[src/rtl/sdram_probe_clear_if.sv]
// ---------------------------------------------------------------------------
// sdram_probe_clear_if
//   Single-port command bus between the probe/clear sequencer and the SDRAM
//   controller.
//   master : sequencer side (drives address, write data and strobes)
//   slave  : controller side (drives ready and read data)
//   sdram_addr  [26:0] word address
//   sdram_din   [15:0] write data
//   sdram_rd           one-cycle read strobe
//   sdram_we           one-cycle write strobe
//   sdram_ready        controller idle, may accept a command
//   sdram_dout  [15:0] read data, valid when ready re-asserts after a read
// ---------------------------------------------------------------------------
interface sdram_probe_clear_if;
    logic [26:0] sdram_addr;
    logic [15:0] sdram_din;
    logic        sdram_rd;
    logic        sdram_we;
    logic        sdram_ready;
    logic [15:0] sdram_dout;

    modport master (
        output sdram_addr,
        output sdram_din,
        output sdram_rd,
        output sdram_we,
        input  sdram_ready,
        input  sdram_dout
    );

    modport slave (
        input  sdram_addr,
        input  sdram_din,
        input  sdram_rd,
        input  sdram_we,
        output sdram_ready,
        output sdram_dout
    );
endinterface

[src/rtl/sdram_probe_clear.sv]
// ---------------------------------------------------------------------------
// sdram_probe_clear
//   Owns the SDRAM controller command port after PLL lock. Writes aliasing
//   signatures to probe the fitted memory size, publishes the result on cfg,
//   then zero-fills the first CLEAR_WORDS words so later cores see clean RAM.
//   Optional read-back sampling of the cleared area is enabled by defining
//   the macro SDRAM_CLEAR_VERIFY_EN.
//
// Ports
//   clk_sys     in   system clock, rising edge
//   reset       in   asynchronous, active-high
//   init        in   high while PLL unlocked; holds the sequencer idle
//   sdram       if   command bus (master modport)
//   cfg         out  [2]/[1]/[0] signature at 'h4000000/'h2000000/0 ok,
//                    [15] probe done
//   clear_done  out  zero-fill (and verify) finished
//   err_cnt     out  verify mismatches, saturating; 0 without verify
//
// Every command follows the same rhythm: issue on a cycle where ready is
// high (strobe registered, high one cycle), then one WAIT cycle in which
// ready is ignored, then wait for ready again.
//
// state      | meaning
// -----------+---------------------------------------------------------
// WAIT_RDY   | idle until init low and controller ready; cfg cleared
// W3         | write 3128 to 'h4000000
// W2         | write 2064 to 'h2000000
// W0         | write 1032 to 'h0000000
// W1         | write 12345 to 'h1000000
// R3         | read 'h4000000, cfg[2] = (dout == 3128)
// R2         | read 'h2000000, cfg[1] = (dout == 2064)
// R0         | read 'h0000000, cfg[0] = (dout == 1032), cfg[15] = 1
// CLEAR      | zero-fill 0..CLEAR_WORDS-1, at most one write per WR_GAP
// VERIFY     | read every VFY_STRIDE-th word, count non-zero (optional)
// DONE       | terminal, strobes idle, clear_done high
// ---------------------------------------------------------------------------
module sdram_probe_clear #(
    parameter int CLEAR_WORDS = 2**25,
    parameter int WR_GAP      = 32,
    parameter int VFY_STRIDE  = 4096
) (
    input  logic                       clk_sys,
    input  logic                       reset,
    input  logic                       init,
    sdram_probe_clear_if.master        sdram,
    output logic [15:0]                cfg,
    output logic                       clear_done,
    output logic [15:0]                err_cnt
);

    localparam int              GW       = $clog2(WR_GAP) + 1;
    localparam logic [GW-1:0]   GAP_TC   = GW'(WR_GAP - 1);
    localparam logic [26:0]     CLR_LAST = 27'(CLEAR_WORDS - 1);

    localparam logic [26:0] A_SIG3 = 27'h4000000;
    localparam logic [26:0] A_SIG2 = 27'h2000000;
    localparam logic [26:0] A_SIG0 = 27'h0000000;
    localparam logic [26:0] A_SIG1 = 27'h1000000;
    localparam logic [15:0] D_SIG3 = 16'd3128;
    localparam logic [15:0] D_SIG2 = 16'd2064;
    localparam logic [15:0] D_SIG0 = 16'd1032;
    localparam logic [15:0] D_SIG1 = 16'd12345;

    typedef enum logic [3:0] {
        S_WAIT_RDY,
        S_W3,
        S_W2,
        S_W0,
        S_W1,
        S_R3,
        S_R2,
        S_R0,
        S_CLEAR,
`ifdef SDRAM_CLEAR_VERIFY_EN
        S_VERIFY,
`endif
        S_DONE
    } state_t;

    // Sub-phase of the command currently owned by the state.
    typedef enum logic [1:0] {
        PH_ISSUE,
        PH_STROBE,
        PH_WAIT,
        PH_DATA
    } phase_t;

    state_t         state;
    phase_t         ph;
    logic [26:0]    addr_q;
    logic [15:0]    din_q;
    logic           rd_q;
    logic           we_q;
    logic [26:0]    clr_addr;
    logic [GW-1:0]  gap_cnt;
    logic           rdy;
    logic [15:0]    dout;

    assign rdy  = sdram.sdram_ready;
    assign dout = sdram.sdram_dout;

    assign sdram.sdram_addr = addr_q;
    assign sdram.sdram_din  = din_q;
    assign sdram.sdram_rd   = rd_q;
    assign sdram.sdram_we   = we_q;

    function automatic logic [26:0] probe_addr(input state_t s);
        case (s)
            S_W3, S_R3: probe_addr = A_SIG3;
            S_W2, S_R2: probe_addr = A_SIG2;
            S_W1:       probe_addr = A_SIG1;
            default:    probe_addr = A_SIG0;
        endcase
    endfunction

    function automatic logic [15:0] probe_data(input state_t s);
        case (s)
            S_W3:    probe_data = D_SIG3;
            S_W2:    probe_data = D_SIG2;
            S_W1:    probe_data = D_SIG1;
            default: probe_data = D_SIG0;
        endcase
    endfunction

    function automatic state_t probe_next(input state_t s);
        case (s)
            S_W3:    probe_next = S_W2;
            S_W2:    probe_next = S_W0;
            S_W0:    probe_next = S_W1;
            S_W1:    probe_next = S_R3;
            S_R3:    probe_next = S_R2;
            S_R2:    probe_next = S_R0;
            default: probe_next = S_CLEAR;
        endcase
    endfunction

`ifdef SDRAM_CLEAR_VERIFY_EN
    logic [26:0] vfy_addr;
    logic [31:0] vfy_next;
    logic [15:0] err_q;

    // Computed wide so a large stride cannot wrap back below CLEAR_WORDS.
    assign vfy_next = {5'd0, vfy_addr} + 32'(VFY_STRIDE);
    assign err_cnt  = err_q;
`else
    assign err_cnt  = 16'h0000;
`endif

    always_ff @(posedge clk_sys or posedge reset) begin
        if (reset) begin
            state      <= S_WAIT_RDY;
            ph         <= PH_ISSUE;
            addr_q     <= '0;
            din_q      <= '0;
            rd_q       <= 1'b0;
            we_q       <= 1'b0;
            cfg        <= '0;
            clear_done <= 1'b0;
            clr_addr   <= '0;
            gap_cnt    <= '0;
`ifdef SDRAM_CLEAR_VERIFY_EN
            vfy_addr   <= '0;
            err_q      <= '0;
`endif
        end else begin
            rd_q <= 1'b0;
            we_q <= 1'b0;

            case (state)
                S_WAIT_RDY: begin
                    cfg <= '0;
                    ph  <= PH_ISSUE;
                    if (!init && rdy) begin
                        state <= S_W3;
                    end
                end

                S_W3, S_W2, S_W0, S_W1: begin
                    case (ph)
                        PH_ISSUE: begin
                            if (rdy) begin
                                addr_q <= probe_addr(state);
                                din_q  <= probe_data(state);
                                we_q   <= 1'b1;
                                ph     <= PH_STROBE;
                            end
                        end
                        PH_STROBE: ph <= PH_WAIT;
                        default: begin
                            ph    <= PH_ISSUE;
                            state <= probe_next(state);
                        end
                    endcase
                end

                S_R3, S_R2, S_R0: begin
                    case (ph)
                        PH_ISSUE: begin
                            if (rdy) begin
                                addr_q <= probe_addr(state);
                                rd_q   <= 1'b1;
                                ph     <= PH_STROBE;
                            end
                        end
                        PH_STROBE: ph <= PH_WAIT;
                        PH_WAIT:   ph <= PH_DATA;
                        default: begin
                            // read data is valid on the first ready after WAIT
                            if (rdy) begin
                                ph <= PH_ISSUE;
                                case (state)
                                    S_R3: cfg[2] <= (dout == D_SIG3);
                                    S_R2: cfg[1] <= (dout == D_SIG2);
                                    default: begin
                                        cfg[0]  <= (dout == D_SIG0);
                                        cfg[15] <= 1'b1;
                                    end
                                endcase
                                if (state == S_R0) begin
                                    state    <= S_CLEAR;
                                    // first clear write may go on the next ready
                                    gap_cnt  <= GAP_TC;
                                    clr_addr <= '0;
                                end else begin
                                    state <= probe_next(state);
                                end
                            end
                        end
                    endcase
                end

                S_CLEAR: begin
                    if (gap_cnt < GAP_TC) begin
                        gap_cnt <= gap_cnt + GW'(1);
                    end
                    case (ph)
                        PH_ISSUE: begin
                            // gap holds at terminal count, so a late ready
                            // issues exactly once on its first high cycle
                            if (gap_cnt >= GAP_TC && rdy) begin
                                addr_q  <= clr_addr;
                                din_q   <= '0;
                                we_q    <= 1'b1;
                                gap_cnt <= '0;
                                ph      <= PH_STROBE;
                                if (clr_addr != CLR_LAST) begin
                                    clr_addr <= clr_addr + 27'd1;
                                end
                            end
                        end
                        PH_STROBE: ph <= PH_WAIT;
                        default: begin
                            ph <= PH_ISSUE;
                            // addr_q still holds the write just issued
                            if (addr_q == CLR_LAST) begin
`ifdef SDRAM_CLEAR_VERIFY_EN
                                state    <= S_VERIFY;
                                vfy_addr <= '0;
`else
                                state      <= S_DONE;
                                clear_done <= 1'b1;
`endif
                            end
                        end
                    endcase
                end

`ifdef SDRAM_CLEAR_VERIFY_EN
                S_VERIFY: begin
                    case (ph)
                        PH_ISSUE: begin
                            if (rdy) begin
                                addr_q <= vfy_addr;
                                rd_q   <= 1'b1;
                                ph     <= PH_STROBE;
                            end
                        end
                        PH_STROBE: ph <= PH_WAIT;
                        PH_WAIT:   ph <= PH_DATA;
                        default: begin
                            if (rdy) begin
                                ph <= PH_ISSUE;
                                if (dout != 16'h0000 && err_q != 16'hFFFF) begin
                                    err_q <= err_q + 16'd1;
                                end
                                if (vfy_next >= 32'(CLEAR_WORDS)) begin
                                    state      <= S_DONE;
                                    clear_done <= 1'b1;
                                end else begin
                                    vfy_addr <= vfy_next[26:0];
                                end
                            end
                        end
                    endcase
                end
`endif

                S_DONE: begin
                    clear_done <= 1'b1;
                end

                default: begin
                    state <= S_WAIT_RDY;
                    ph    <= PH_ISSUE;
                end
            endcase
        end
    end

endmodule

[src/flat_wrapper.sv]
// flat-port wrapper written by rule: the top's interface ports become plain ports
module sdram_probe_clear_flat 
#(
    parameter int CLEAR_WORDS = 2**25,
    parameter int WR_GAP      = 32,
    parameter int VFY_STRIDE  = 4096
)
  (clk_sys, reset, init, cfg, clear_done, err_cnt, sdram_sdram_addr, sdram_sdram_din, sdram_sdram_rd, sdram_sdram_we, sdram_sdram_ready, sdram_sdram_dout);
  sdram_probe_clear_if sdram_i ();
  input  logic clk_sys;
  input  logic reset;
  input  logic init;
  output logic [15:0] cfg;
  output logic clear_done;
  output logic [15:0] err_cnt;
  output wire logic [$bits(sdram_i.sdram_addr)-1:0] sdram_sdram_addr;
  output wire logic [$bits(sdram_i.sdram_din)-1:0] sdram_sdram_din;
  output wire logic [$bits(sdram_i.sdram_rd)-1:0] sdram_sdram_rd;
  output wire logic [$bits(sdram_i.sdram_we)-1:0] sdram_sdram_we;
  input wire logic [$bits(sdram_i.sdram_ready)-1:0] sdram_sdram_ready;
  input wire logic [$bits(sdram_i.sdram_dout)-1:0] sdram_sdram_dout;
  assign sdram_sdram_addr = sdram_i.sdram_addr;
  assign sdram_sdram_din = sdram_i.sdram_din;
  assign sdram_sdram_rd = sdram_i.sdram_rd;
  assign sdram_sdram_we = sdram_i.sdram_we;
  assign sdram_i.sdram_ready = sdram_sdram_ready;
  assign sdram_i.sdram_dout = sdram_sdram_dout;
  sdram_probe_clear #(.CLEAR_WORDS(CLEAR_WORDS), .WR_GAP(WR_GAP), .VFY_STRIDE(VFY_STRIDE)) u_core (.clk_sys(clk_sys), .reset(reset), .init(init), .sdram(sdram_i), .cfg(cfg), .clear_done(clear_done), .err_cnt(err_cnt));
endmodule
[config.mk]
export PLATFORM = sky130hd
export DESIGN_NAME = sdram_probe_clear_flat
export DESIGN_NICKNAME = d
export VERILOG_FILES = /design/src/rtl/sdram_probe_clear_if.sv /design/src/rtl/sdram_probe_clear.sv /design/src/flat_wrapper.sv
export SDC_FILE = /design/constraint.sdc
export NUM_CORES = 1
export LEC_CHECK = 0
export BUFFER_PORTS_ARGS = -buffer_cell sky130_fd_sc_hd__buf_2
export CAP_MARGIN = 20
export CORE_MARGIN = 5
export CORE_UTILIZATION = 55
export DETAILED_ROUTE_END_ITERATION = 7
export PLACE_DENSITY = 0.8
export SLEW_MARGIN = 20
export SYNTH_ARGS = -nofsm -noshare
export SYNTH_HDL_FRONTEND = slang
export SYNTH_SLANG_ARGS = --single-unit
[constraint.sdc]
create_clock -name clk_sys -period 2.62 [get_ports clk_sys]
set_input_delay 0.262 -clock clk_sys [delete_from_list [all_inputs] [get_ports clk_sys]]
set_output_delay 0.262 -clock clk_sys [all_outputs]
set_load 0.005 [all_outputs]
**Word-level counts from Yosys, hierarchy flattened**

Index checks and enable logic that the tools add are counted.

- Register bits after elaboration: 89
- Input bits: 20

- Add/subtract/negate cells: 2
- Order comparisons: 2
- Eq/ne operators: 35
- Muxes and demuxes: 61
- Bitwise logic cells: 1
- Reduce and logical (&&, ||, !) cells: 28

Operators with widths:

| cell | number |
|---|---|
| $mux 27 | 10 |
| $pmux 27 s2 | 2 |
| $pmux 27 s3 | 1 |
| $mux 16 | 4 |
| $pmux 14 s3 | 1 |
| $mux 6 | 6 |
| $eq 16x12->1 const B | 2 |
| $pmux 16 s2 | 1 |
| $mux 4 | 7 |
| $add 27x1->27 const B | 1 |
| $eq 27x25->1 const B | 1 |
| $ne 27x25->1 const B | 1 |
| $pmux 4 s6 | 1 |
| $ne 2x1->1 const B | 11 |
| $pmux 4 s5 | 1 |
| $eq 16x11->1 const B | 1 |
| $eq 4x3->1 const B | 4 |
| $reduce_and 4->1 | 4 |
| $reduce_and 7->1 | 2 |
| $mux 1 | 13 |
| $ne 2x2->1 const B | 6 |
| $pmux 6 s2 | 1 |
| $reduce_and 5->1 | 2 |
| $reduce_bool 2->1 | 5 |
| 27 further kinds | 41 |

**Longest topological paths before layout**

Gate-level depths: netlist of the first run.

- Word-level depth: 6
- Mapped depth: 9
- Gate-level depth less buffers: 7

**Worst setup path before layout of the first run**

OpenSTA, ideal clock, no wires.

- Path type: register to register
- Start point: reg u_core.state[0]
- End point: reg u_core.clr_addr[9]
- Setup time: 0.078 ns
- Arrival: 2.205 ns
- Required time: 2.542 ns
- Slack: 0.337 ns
- Stages on the path, launching flop included: 8
- Buffers on the path: 2
- Cells stage by stage: dfrtp_1 or4b_1 buf_2 nor3_4 o32ai_2 buf_2 or4_1 a21oi_1

- Cells in the longest elaborated chain, start to end: 4

Ends and longest elaborated chain:

| what | line | text |
|---|---|---|
| start, declared | sdram_probe_clear.sv:88 | `state_t state;` |
| start signal, assigned | sdram_probe_clear.sv:191 | `state <= probe_next(state);` |
| start signal, assigned | sdram_probe_clear.sv:225 | `state <= probe_next(state);` |
| $eq 4x3->1, on equally long branches | sdram_probe_clear.sv:169, sdram_probe_clear.sv:219 |  |
| $reduce_or 3->1 | sdram_probe_clear.sv:169 | `case (state)` |
| $ne 2x1->1 (no source line) (tied with other cells) | n/a |  |
| $reduce_and 7->1 (no source line) | n/a |  |
| end signal, assigned | sdram_probe_clear.sv:247 | `clr_addr <= clr_addr + 27'd1;` |
| end, declared | sdram_probe_clear.sv:94 | `logic [26:0] clr_addr;` |

Parallel ways exist; a longest one is shown, timed or not.
A chain may end at the register's enable or synchronous reset.

**Final worst setup path of the first run**

- Start point: reg u_core.clr_addr[0]
- End point: reg u_core.clr_addr[24]

- Cells in the longest elaborated chain, start to end: 5

Ends and longest elaborated chain:

| what | line | text |
|---|---|---|
| $add 27x1->27 | sdram_probe_clear.sv:247 |  |
| $mux 27 | sdram_probe_clear.sv:246 | `if (clr_addr != CLR_LAST) begin` |
| $mux 27 | sdram_probe_clear.sv:240 | `if (gap_cnt >= GAP_TC && rdy) begin` |
| $mux 27 | sdram_probe_clear.sv:236 | `case (ph)` |
| $pmux 27 s2 | sdram_probe_clear.sv:169 |  |

Parallel ways exist; a longest one is shown, timed or not. The select of a mux whose other input is x is not followed.

==> impl_summary.md, run 1 <==
Power and ir drop
The internal power consumption is 2.284 mW. The cell leakage power is 2.263 nW. The part of the total power dissipated in sequential elements is 0.418. The part of the power in the clock network is 0.222. The fraction of power spent switching nets is 0.3748. Of the total power, combinational logic draws 0.360.

The maximum resistive drop on vdd is 0.4127 mV. In this run the power spent charging and discharging nets is 1.369 mW. The power density over cell area is 719.1 nW/um^2.

Min path
The hold path startpoint is sdram_sdram_dout[5]. The cell depth of the worst hold path is 2. The path with the worst hold slack has its endpoint at u_core.cfg[2]$_DFFE_PP0P_. In this run the worst hold path is classified as input pin to flop.

Yosys
The mapped cell area is 4576 sq um. The synthesized instance count is 529. The synthesized design contains 79 register bits. The fraction of registers with async set or reset after synthesis is 1.000. The most frequently used flop master after synthesis is sky130_fd_sc_hd__dfrtp_1. The sequential fraction of the synthesis area is 0.4320. The mean instance size in the synthesized netlist is 8.650 sq um. In this run, synthesis inferred 0 flip-flops with an integrated enable. The number of distinct library cells after synthesis is 56. The number of warning messages in the yosys log is 0.

STA
The total negative slack for setup checks is 0 ns. The headroom to the max-slew limit is 0.5794. Of the available clock period, the critical path in the final layout requires 0.8892.

For this run, the top clock speed supported by timing is 429.2 MHz. Across the routed clock network, the largest skew measured is 0.009243 ns. The post-route minimum period is 2.330 ns.

The final number of hold-violating endpoints was 0. The final count of negative-setup-slack endpoints is 0. For the pin with the worst max-slew slack, the measured transition is 0.6251 ns.

The max-slew violation total from the final report was 0. Setup repair after global routing left no endpoint under its margin.

Final layout
The number of nets in the layout is 614. The number of antenna diodes in the final layout is 0. Leaving out fill and tap cells, the most frequent cell in the layout is sky130_fd_sc_hd__nand2_1. The layout has 703 filler cells. The fraction of layout instances using a drive strength above 1 is 0.1926. In the layout the commonest cells are 87 x sky130_fd_sc_hd__nand2_1, 79 x sky130_fd_sc_hd__dfrtp_1, 61 x sky130_fd_sc_hd__buf_2. Once layout is complete, the utilization of the core stands at 0.6214. The post-synthesis to final-layout area growth is 11.02%.

Status
The flow ran to the end, and the final reports show no timing, DRC or antenna violations.

Placement
The final weighted congestion in routability-driven placement is 0.8761. The HPWL after detailed placement is 8287 um. Input and output buffers added on the ports amount to 61.

Floorplan
The die area is 10240 sq um. Measured along the y axis, the die boundary spans 101.2 um. The horizontal die dimension is 101.2 um. The region available for standard cell placement spans 8175 sq um. During I/O placement, the number of pins put on the boundary was 98. The number of standard-cell rows in the floorplan is 33. For this configuration, the core starts out at a cell density of 0.5597.

Worst setup path
Data on the critical path is required at its endpoint by 2.90 ns. Setup slack on the worst reg-to-reg path comes out at 0.29 ns. The critical path arrival is 2.61 ns. STA classifies the critical path endpoint as a flop. The startpoint type of the worst setup path is a flop. The worst register-to-register path begins at u_core.clr_addr[0]$_DFFE_PP0P_. The worst setup path is of the flop to flop kind. Along the worst path, the maximum fanout reaches 6. The reg-to-reg endpoint is u_core.clr_addr[24]$_DFFE_PP0P_.

For the worst flop-to-flop path, the logic depth is 6.

Clocking
The clock insertion delay at the later pin of the skew report is 0.36 ns. The number of gates resized after cts is 0. The total CTS buffers is 9.

The CTS tree is done. The clock input transition at the sequential cells of the worst setup and hold paths is 0.08 ns. The number of clock sinks is 79. Counting along the longest clock path gives a buffer depth of 2.

CTS placed an instance of sky130_fd_sc_hd__clkbuf_8 at the clock tree root. The H-tree generated during clock tree synthesis spans 3 levels. The post-CTS setup buffer count is 0.

Drt
The per-cell via count in the routed design is 5.864. Once detail routing completed, the nets flagged for antenna violations numbered 0. The via total after detailed routing is 4087. The mean routed wirelength per cell is 15.85 um. For this run, design rule violations remaining after detail routing come to 0. The DRC marker count from the first detailed-route iteration is 270.

The first-pass iteration count of the detailed router is 5. After detailed routing, the total wire length is 11050 um.

Global route
The first global-routing pass estimated 18170 um of wire. The pin count of the biggest net entering global routing is 55. The initial antenna violation count is 0. In the global route stage, overall resource usage came out at 0.2210.

After global routing the overflow that remains totals 0. The via count of the first global-routing pass is 3723.

Job
The tool flagged a number of max-cap violations equal to 0.
## how the worst max path moves through the flow
| stage | from | to | slack, ns | cells past startpoint |
|---|---|---|---|---|
| after floorplan | reset | u_core.cfg[0]$_DFFE_PP0P_ | 0.33 | 1 |
| after global placement | u_core.state[0]$_DFFE_PP0P_ | u_core.clr_addr[19]$_DFFE_PP0P_ | 0.36 | 6 |
| after detailed placement | u_core.clr_addr[0]$_DFFE_PP0P_ | u_core.clr_addr[24]$_DFFE_PP0P_ | 0.32 | 6 |
| after CTS | u_core.state[0]$_DFFE_PP0P_ | u_core.clr_addr[23]$_DFFE_PP0P_ | 0.29 | 6 |
| after global routing | u_core.ph[0]$_DFFE_PP0P_ | u_core.clr_addr[9]$_DFFE_PP0P_ | 0.13 | 8 |
| final | u_core.clr_addr[0]$_DFFE_PP0P_ | u_core.clr_addr[24]$_DFFE_PP0P_ | 0.29 | 6 |
## Yosys cell counts, types with 2 or more instances
library cell               number  area [sq um]
sky130_fd_sc_hd__a22o_1         2         17.52
sky130_fd_sc_hd__o21ai_0       45         225.2
sky130_fd_sc_hd__nor4_1         4         25.02
sky130_fd_sc_hd__inv_1         13         48.80
sky130_fd_sc_hd__buf_4         38         285.3
sky130_fd_sc_hd__xor2_1         2         17.52
sky130_fd_sc_hd__nand2_1       87         326.6
sky130_fd_sc_hd__o211ai_1       2         15.01
sky130_fd_sc_hd__a31oi_1        2         12.51
sky130_fd_sc_hd__dfrtp_1       79          1977
sky130_fd_sc_hd__or4_1         13         97.59
sky130_fd_sc_hd__and4_1         3         26.28
sky130_fd_sc_hd__o21bai_1       3         22.52
sky130_fd_sc_hd__nand2b_1       5         31.28
sky130_fd_sc_hd__and3_1         6         37.54
sky130_fd_sc_hd__nand4_1       13         81.33
sky130_fd_sc_hd__a21boi_0       2         15.01
sky130_fd_sc_hd__nor3b_1        2         15.01
sky130_fd_sc_hd__a21oi_1       35         175.2
sky130_fd_sc_hd__o31ai_1       18         135.1
sky130_fd_sc_hd__nand3_1       20         100.1
sky130_fd_sc_hd__nor3_1        17         85.08
sky130_fd_sc_hd__clkbuf_1      25         93.84
sky130_fd_sc_hd__mux2_2        10         112.6
sky130_fd_sc_hd__a21o_1         2         15.01
sky130_fd_sc_hd__nor2_1        20         75.07
sky130_fd_sc_hd__or3_1         17         106.4
sky130_fd_sc_hd__buf_1          3         11.26
sky130_fd_sc_hd__xnor2_1        3         26.28
sky130_fd_sc_hd__nand4b_1       3         26.28
sky130_fd_sc_hd__o22ai_1        2         12.51
sky130_fd_sc_hd__ha_1           7         87.58
sky130_fd_sc_hd__buf_2          3         15.01
## worst max-delay path, stage by stage, from the launching register on
cell and delay, ns:
sky130_fd_sc_hd__dfrtp_1 0.45, sky130_fd_sc_hd__ha_1 0.25, sky130_fd_sc_hd__and4_1 0.24, sky130_fd_sc_hd__nand4_1 0.18
sky130_fd_sc_hd__or4b_2 0.62, sky130_fd_sc_hd__or3_1 0.33, sky130_fd_sc_hd__a21oi_1 0.17
## power by group through the flow
stage	clock (mW)	combinational [mW]	sequential, mW
after floorplan	0	0.989	1.53
after global placement	0	1.27	1.54
after detailed placement	0	1.30	1.55
after CTS	0.824	1.31	1.53
after global routing	0.879	1.46	1.55
final	0.811	1.31	1.53
## state kept, by name, summed over array words and instances (netlist names)
name and cells:
u_core.clr_addr 27, u_core.sdram.sdram_addr 27, u_core.gap_cnt 6, u_core.sdram.sdram_din 6, u_core.cfg 4, u_core.state 4
u_core.ph 2, u_core.clear_done 1, u_core.sdram.sdram_rd 1, u_core.sdram.sdram_we 1
## kinds of logic after synthesis
| kind of cell | synth area share |
|---|---|
| and+or+nand+nor | 0.2436 |
| AOI/OAI and AO/OA | 0.1687 |
| buffers and inverters | 0.09926 |
| DFF | 0.4320 |
| muxes | 0.02680 |
| adders and majority gates | 0.01914 |
| xor gates and xnor gates | 0.009572 |
| other | 0.0008196 |
## layout make-up
type                       count  area, sq um  area share
clock buffer                  11        141.4     0.02783
clock inverter                 5        33.78    0.006650
inverter                      13        48.80    0.009606
multi-input combinational    403         2290      0.4507
sequential                    79         1977      0.3892
tap                          105        131.4     0.02586
timing repair buffer          81        457.9     0.09015
## stage by stage
step	std cells	area [sq um]	total power, mW	hold slack [ns]	worst slack (ns)
after detailed placement	680	4895	2.853	0.3441	0.3172
after floorplan	564	4707	2.522	0.3945	0.3346
after CTS	697	5080	3.662	0.1533	0.2871
final	697	5080	3.653	0.1628	0.2902
after global routing	697	5080	3.894	0.1777	0.1299
after global placement	680	4895	2.805	0.3294	0.3625
## routing by layer
layer / share of wire / routed length (um) / track usage / vias up
met5: 0 / 0 / 0 / -
met4: 0.018 / 201 / 0.08282 / 0
met3: 0.067 / 739 / 0.03857 / 15
met2: 0.47 / 5141 / 0.3426 / 136
met1: 0.45 / 4967 / 0.3118 / 1985
li1: - / - / - / 1951
## timing repair
action / 4_1_cts / 5_1_grt
hold endpoints to repair: 24 / 0
setup endpoints to repair: 0 / 0
hold buffers: 1 / 0
Note: power is estimated with default switching activity, not from simulation.
==> run 2, diff against run 1 <==
--- a/config.mk
+++ b/config.mk
@@ -11,6 +11,7 @@
 export CORE_UTILIZATION = 55
 export DETAILED_ROUTE_END_ITERATION = 7
 export PLACE_DENSITY = 0.8
+export RECOVER_POWER = 100
 export SLEW_MARGIN = 20
 export SYNTH_ARGS = -nofsm -noshare
 export SYNTH_HDL_FRONTEND = slang
==> run 2 against run 1 <==
Effect of this change:
- first-iteration DRC count decreased by 4.8%
- largest cell class unchanged
- cell count unchanged
- clock power about the same
- fmax decreased by 1.1%
- combinational power about the same
- setup slack got worse by 0.025 ns
- largest power group unchanged
- total power decreased by 0.77%
- global-route usage unchanged
- highest routed layer unchanged
- hold slack improved by 0.0016 ns
- count of clock-buffer cells in the layout unchanged
- flip-flop and latch count unchanged
- sequential share of layout area increased by 0.44 points
==> impl_summary.md, run 2 (synthesis results as in run 1) <==
Final layout
From synthesis to final layout, the design area changed by 9.789%. In the layout the commonest cells are 87 x sky130_fd_sc_hd__nand2_1, 79 x sky130_fd_sc_hd__dfrtp_1, 45 x sky130_fd_sc_hd__o21ai_0. The core utilization of the finished layout is 0.6145 (-0.006887).

The number of nets in the layout was 614 (unchanged). The leading cell type in the layout, fill and taps excluded is sky130_fd_sc_hd__nand2_1. The number of inserted diodes was 0 (unchanged). The final cell count without fillers was 697 (unchanged).

The fraction of layout instances using a drive strength above 1 is 0.1486 (-0.04392). The number of filler cells placed in the layout was 721 (+2.6%).

Min path
The cell depth of the worst hold path was 2 (unchanged). The destination of the worst hold path is u_core.cfg[2]$_DFFE_PP0P_. In this run the worst hold path is classified as input pin to flop.

The hold path startpoint is sdram_sdram_dout[5].

Clocking
The post-CTS setup buffer count is 0 (unchanged). The clock insertion delay at the later pin of the skew report is 0.36 ns (about the same). The number of gates resized after cts is 0 (unchanged). The maximum root-to-sink buffer count came to 2 (unchanged). The number of hold-repair buffers added at the cts stage is 1 (unchanged).

TritonCTS built the clock tree. The maximum level of the CTS H-tree is 3 (unchanged). The clock input transition at the sequential cells of the worst setup and hold paths is 0.08 ns (about the same). The cell sitting at the root of the clock tree is a sky130_fd_sc_hd__clkbuf_8. The number of clock sinks is 79 (unchanged).

The total CTS buffers is 9 (unchanged).

Worst setup path
The worst setup path is launched from a flop. The required time at the worst-slack endpoint is 2.83 ns (-0.07 ns). The family of cells with the greatest summed delay on the critical path is buffers and inverters. The number of cell instances on the worst register-to-register path is 7 (+1). The biggest fanout along the worst timing path came to 54 (+48).

The number of cells on the critical path is 7 (+1). Among all stages on the critical path, the largest delay is contributed by sky130_fd_sc_hd__dfrtp_1. The startpoint of the worst register-to-register path is u_core.ph[0]$_DFFE_PP0P_. The worst register-to-register path ends at u_core.sdram.sdram_addr[10]$_DFFE_PP0P_. The combined buffer and inverter count along the critical path is 3 (+3). The worst setup slack for register-to-register paths is 0.27 ns (-0.02 ns). The stage delay of the slowest cell on the critical path came to 0.45 ns (-0.17 ns).

The critical path arrival is 2.56 ns (-0.05 ns). Traced cell by cell, the critical path runs through inv_1 -> ha_1 -> nand2_1 -> clkbuf_1 -> a21o_1 -> clkbuf_4 -> o21ai_0. STA classifies the critical path endpoint as a flop. The start-to-end type of the worst setup path is flop to flop.

Global route
The global router's overall resource usage is 0.2210 (unchanged). The pin count of the biggest net entering global routing is 55 (unchanged). The initial antenna violation count is 0 (unchanged). The via count of the first global-routing pass was 3723 (unchanged).

The final global-route overflow total came to 0 (unchanged). The wire length of the first global-routing pass was 18170 um (unchanged).

Drt
The first-pass iteration count of the detailed router is 5 (unchanged). The total wire length is 11060 um (about the same). The per-cell via count in the routed design was 5.884 (+0.34%). Signal routing reaches up to met4. The mean routed wirelength per cell is 15.87 um (about the same). The remaining design rule violation count is 0 (unchanged).

The DRC marker count from the first detailed-route iteration is 257 (-4.8%). The post-detailed-route count of antenna-violating nets came to 0 (unchanged). The routed metal-1 wirelength came to 4966 um (about the same). The met2 routed wirelength is 5111 um (-0.58%).

The via total after detailed routing is 4101 (+0.34%). The total length of routed met3 wires was 814 um (+10%).

STA
The post-route fraction of the period consumed by the critical path is 0.8987 (+0.009521). The maximum operating frequency is 424.7 MHz (-1.1%). The max-slew violation total from the final report is 0 (unchanged). The final count of negative-setup-slack endpoints is 0 (unchanged).

The post-route minimum period is 2.355 ns (+0.02494 ns). The slew at the pin closest to its max-slew limit is 0.9821 ns (+0.3570 ns). The minimum setup slack in the final design is 0.2653 ns (-0.02494 ns). The worst-case clock skew came to 0.009144 ns (-0.00009939 ns).

The final number of hold-violating endpoints came to 0 (unchanged). The total negative slack for setup checks is 0 ns (unchanged). The headroom to the max-slew limit is 0.3446 (-0.2349).

Setup repair after global routing left no endpoint under its margin.

Placement
The sum of net half-perimeters after detailed placement is 8287 um (unchanged). The count of input and output buffers is 61 (unchanged). The pre-CTS setup slack is 0.3172 ns (unchanged).

The placed cell count was 680 (unchanged). The final weighted congestion in routability-driven placement is 0.8761 (unchanged).

Power and ir drop
The cell leakage power is 2.169 nW (-4.1%). The maximum resistive drop on vdd came to 0.4036 mV (-2.2%). The final total power is 3.625 mW (-0.77%). The power density over cell area is 721.5 nW/um^2 (+0.34%).

Job
The reported max-cap violation count came to 0 (unchanged).

Floorplan
The die area came to 10240 sq um (unchanged). The initial cell density of the core is 0.5597 (unchanged). The core area is 8175 sq um (unchanged). The number of top-level design ports is 98 (unchanged).

The number of standard-cell rows in the floorplan is 33 (unchanged). The chip height is 101.2 um (unchanged). The horizontal die dimension is 101.2 um (unchanged).

Status
The flow ran to the end, and the final reports show no timing, DRC or antenna violations.
run 2: cell count changes in the layout (fill, tap and decap cells not counted), moves of 2 or more:
cell                       before  now
sky130_fd_sc_hd__buf_2         61   39
sky130_fd_sc_hd__buf_4         19   14
sky130_fd_sc_hd__clkbuf_1       1   25
sky130_fd_sc_hd__clkbuf_2       0    2
run 2: cell type report:
class                           instances  area (sq um)  area share
Sequential cell                        79          1977      0.3935
Clock inverter                          5         33.78    0.006725
Tap cell                              105         131.4     0.02615
Multi-Input combinational cell        403          2273      0.4526
Clock buffer                           11         141.4     0.02814
Timing Repair Buffer                   81         417.9     0.08319
Inverter                               13         48.80    0.009714
run 2: stage by stage:
step	cell area [sq um]	hold slack, ns
2_1_floorplan	4707	0.3945
3_3_place_gp	4895	0.3294
3_5_place_dp	4895	0.3441
4_1_cts	5080	0.1533
5_1_grt	5024	0.1777
6_report	5024	0.1644
run 2: report_power, final:
group / switching, mW / internal (mW)
registers: 0.147 / 1.38
logic: 0.774 / 0.507
clock network: 0.444 / 0.368
total: 1.36 / 2.26
run 2: worst register-to-register path, stage by stage (launching register included):
cell	delay [ns]
sky130_fd_sc_hd__dfrtp_1	0.45
sky130_fd_sc_hd__inv_1	0.12
sky130_fd_sc_hd__ha_1	0.29
sky130_fd_sc_hd__nand2_1	0.17
sky130_fd_sc_hd__clkbuf_1	0.41
sky130_fd_sc_hd__a21o_1	0.13
sky130_fd_sc_hd__clkbuf_4	0.43
sky130_fd_sc_hd__o21ai_0	0.22
run 2: worst max-delay path by stage:
stage / startpoint / endpoint / slack, ns
floorplan: reset / u_core.cfg[0]$_DFFE_PP0P_ / 0.33
global placement: u_core.state[0]$_DFFE_PP0P_ / u_core.clr_addr[19]$_DFFE_PP0P_ / 0.36
detailed placement: u_core.clr_addr[0]$_DFFE_PP0P_ / u_core.clr_addr[24]$_DFFE_PP0P_ / 0.32
CTS: u_core.state[0]$_DFFE_PP0P_ / u_core.clr_addr[23]$_DFFE_PP0P_ / 0.29
global route: u_core.ph[0]$_DFFE_PP0P_ / u_core.sdram.sdram_addr[10]$_DFFE_PP0P_ / 0.09
finish: u_core.ph[0]$_DFFE_PP0P_ / u_core.sdram.sdram_addr[10]$_DFFE_PP0P_ / 0.27
run 2: per-layer routing:
layer | track usage | vias to the layer above
met1 | 0.3118 | 1972
met2 | 0.3426 | 162
li1 | - | 1952
met3 | 0.03857 | 15
met5 | 0 | -
met4 | 0.08282 | 0
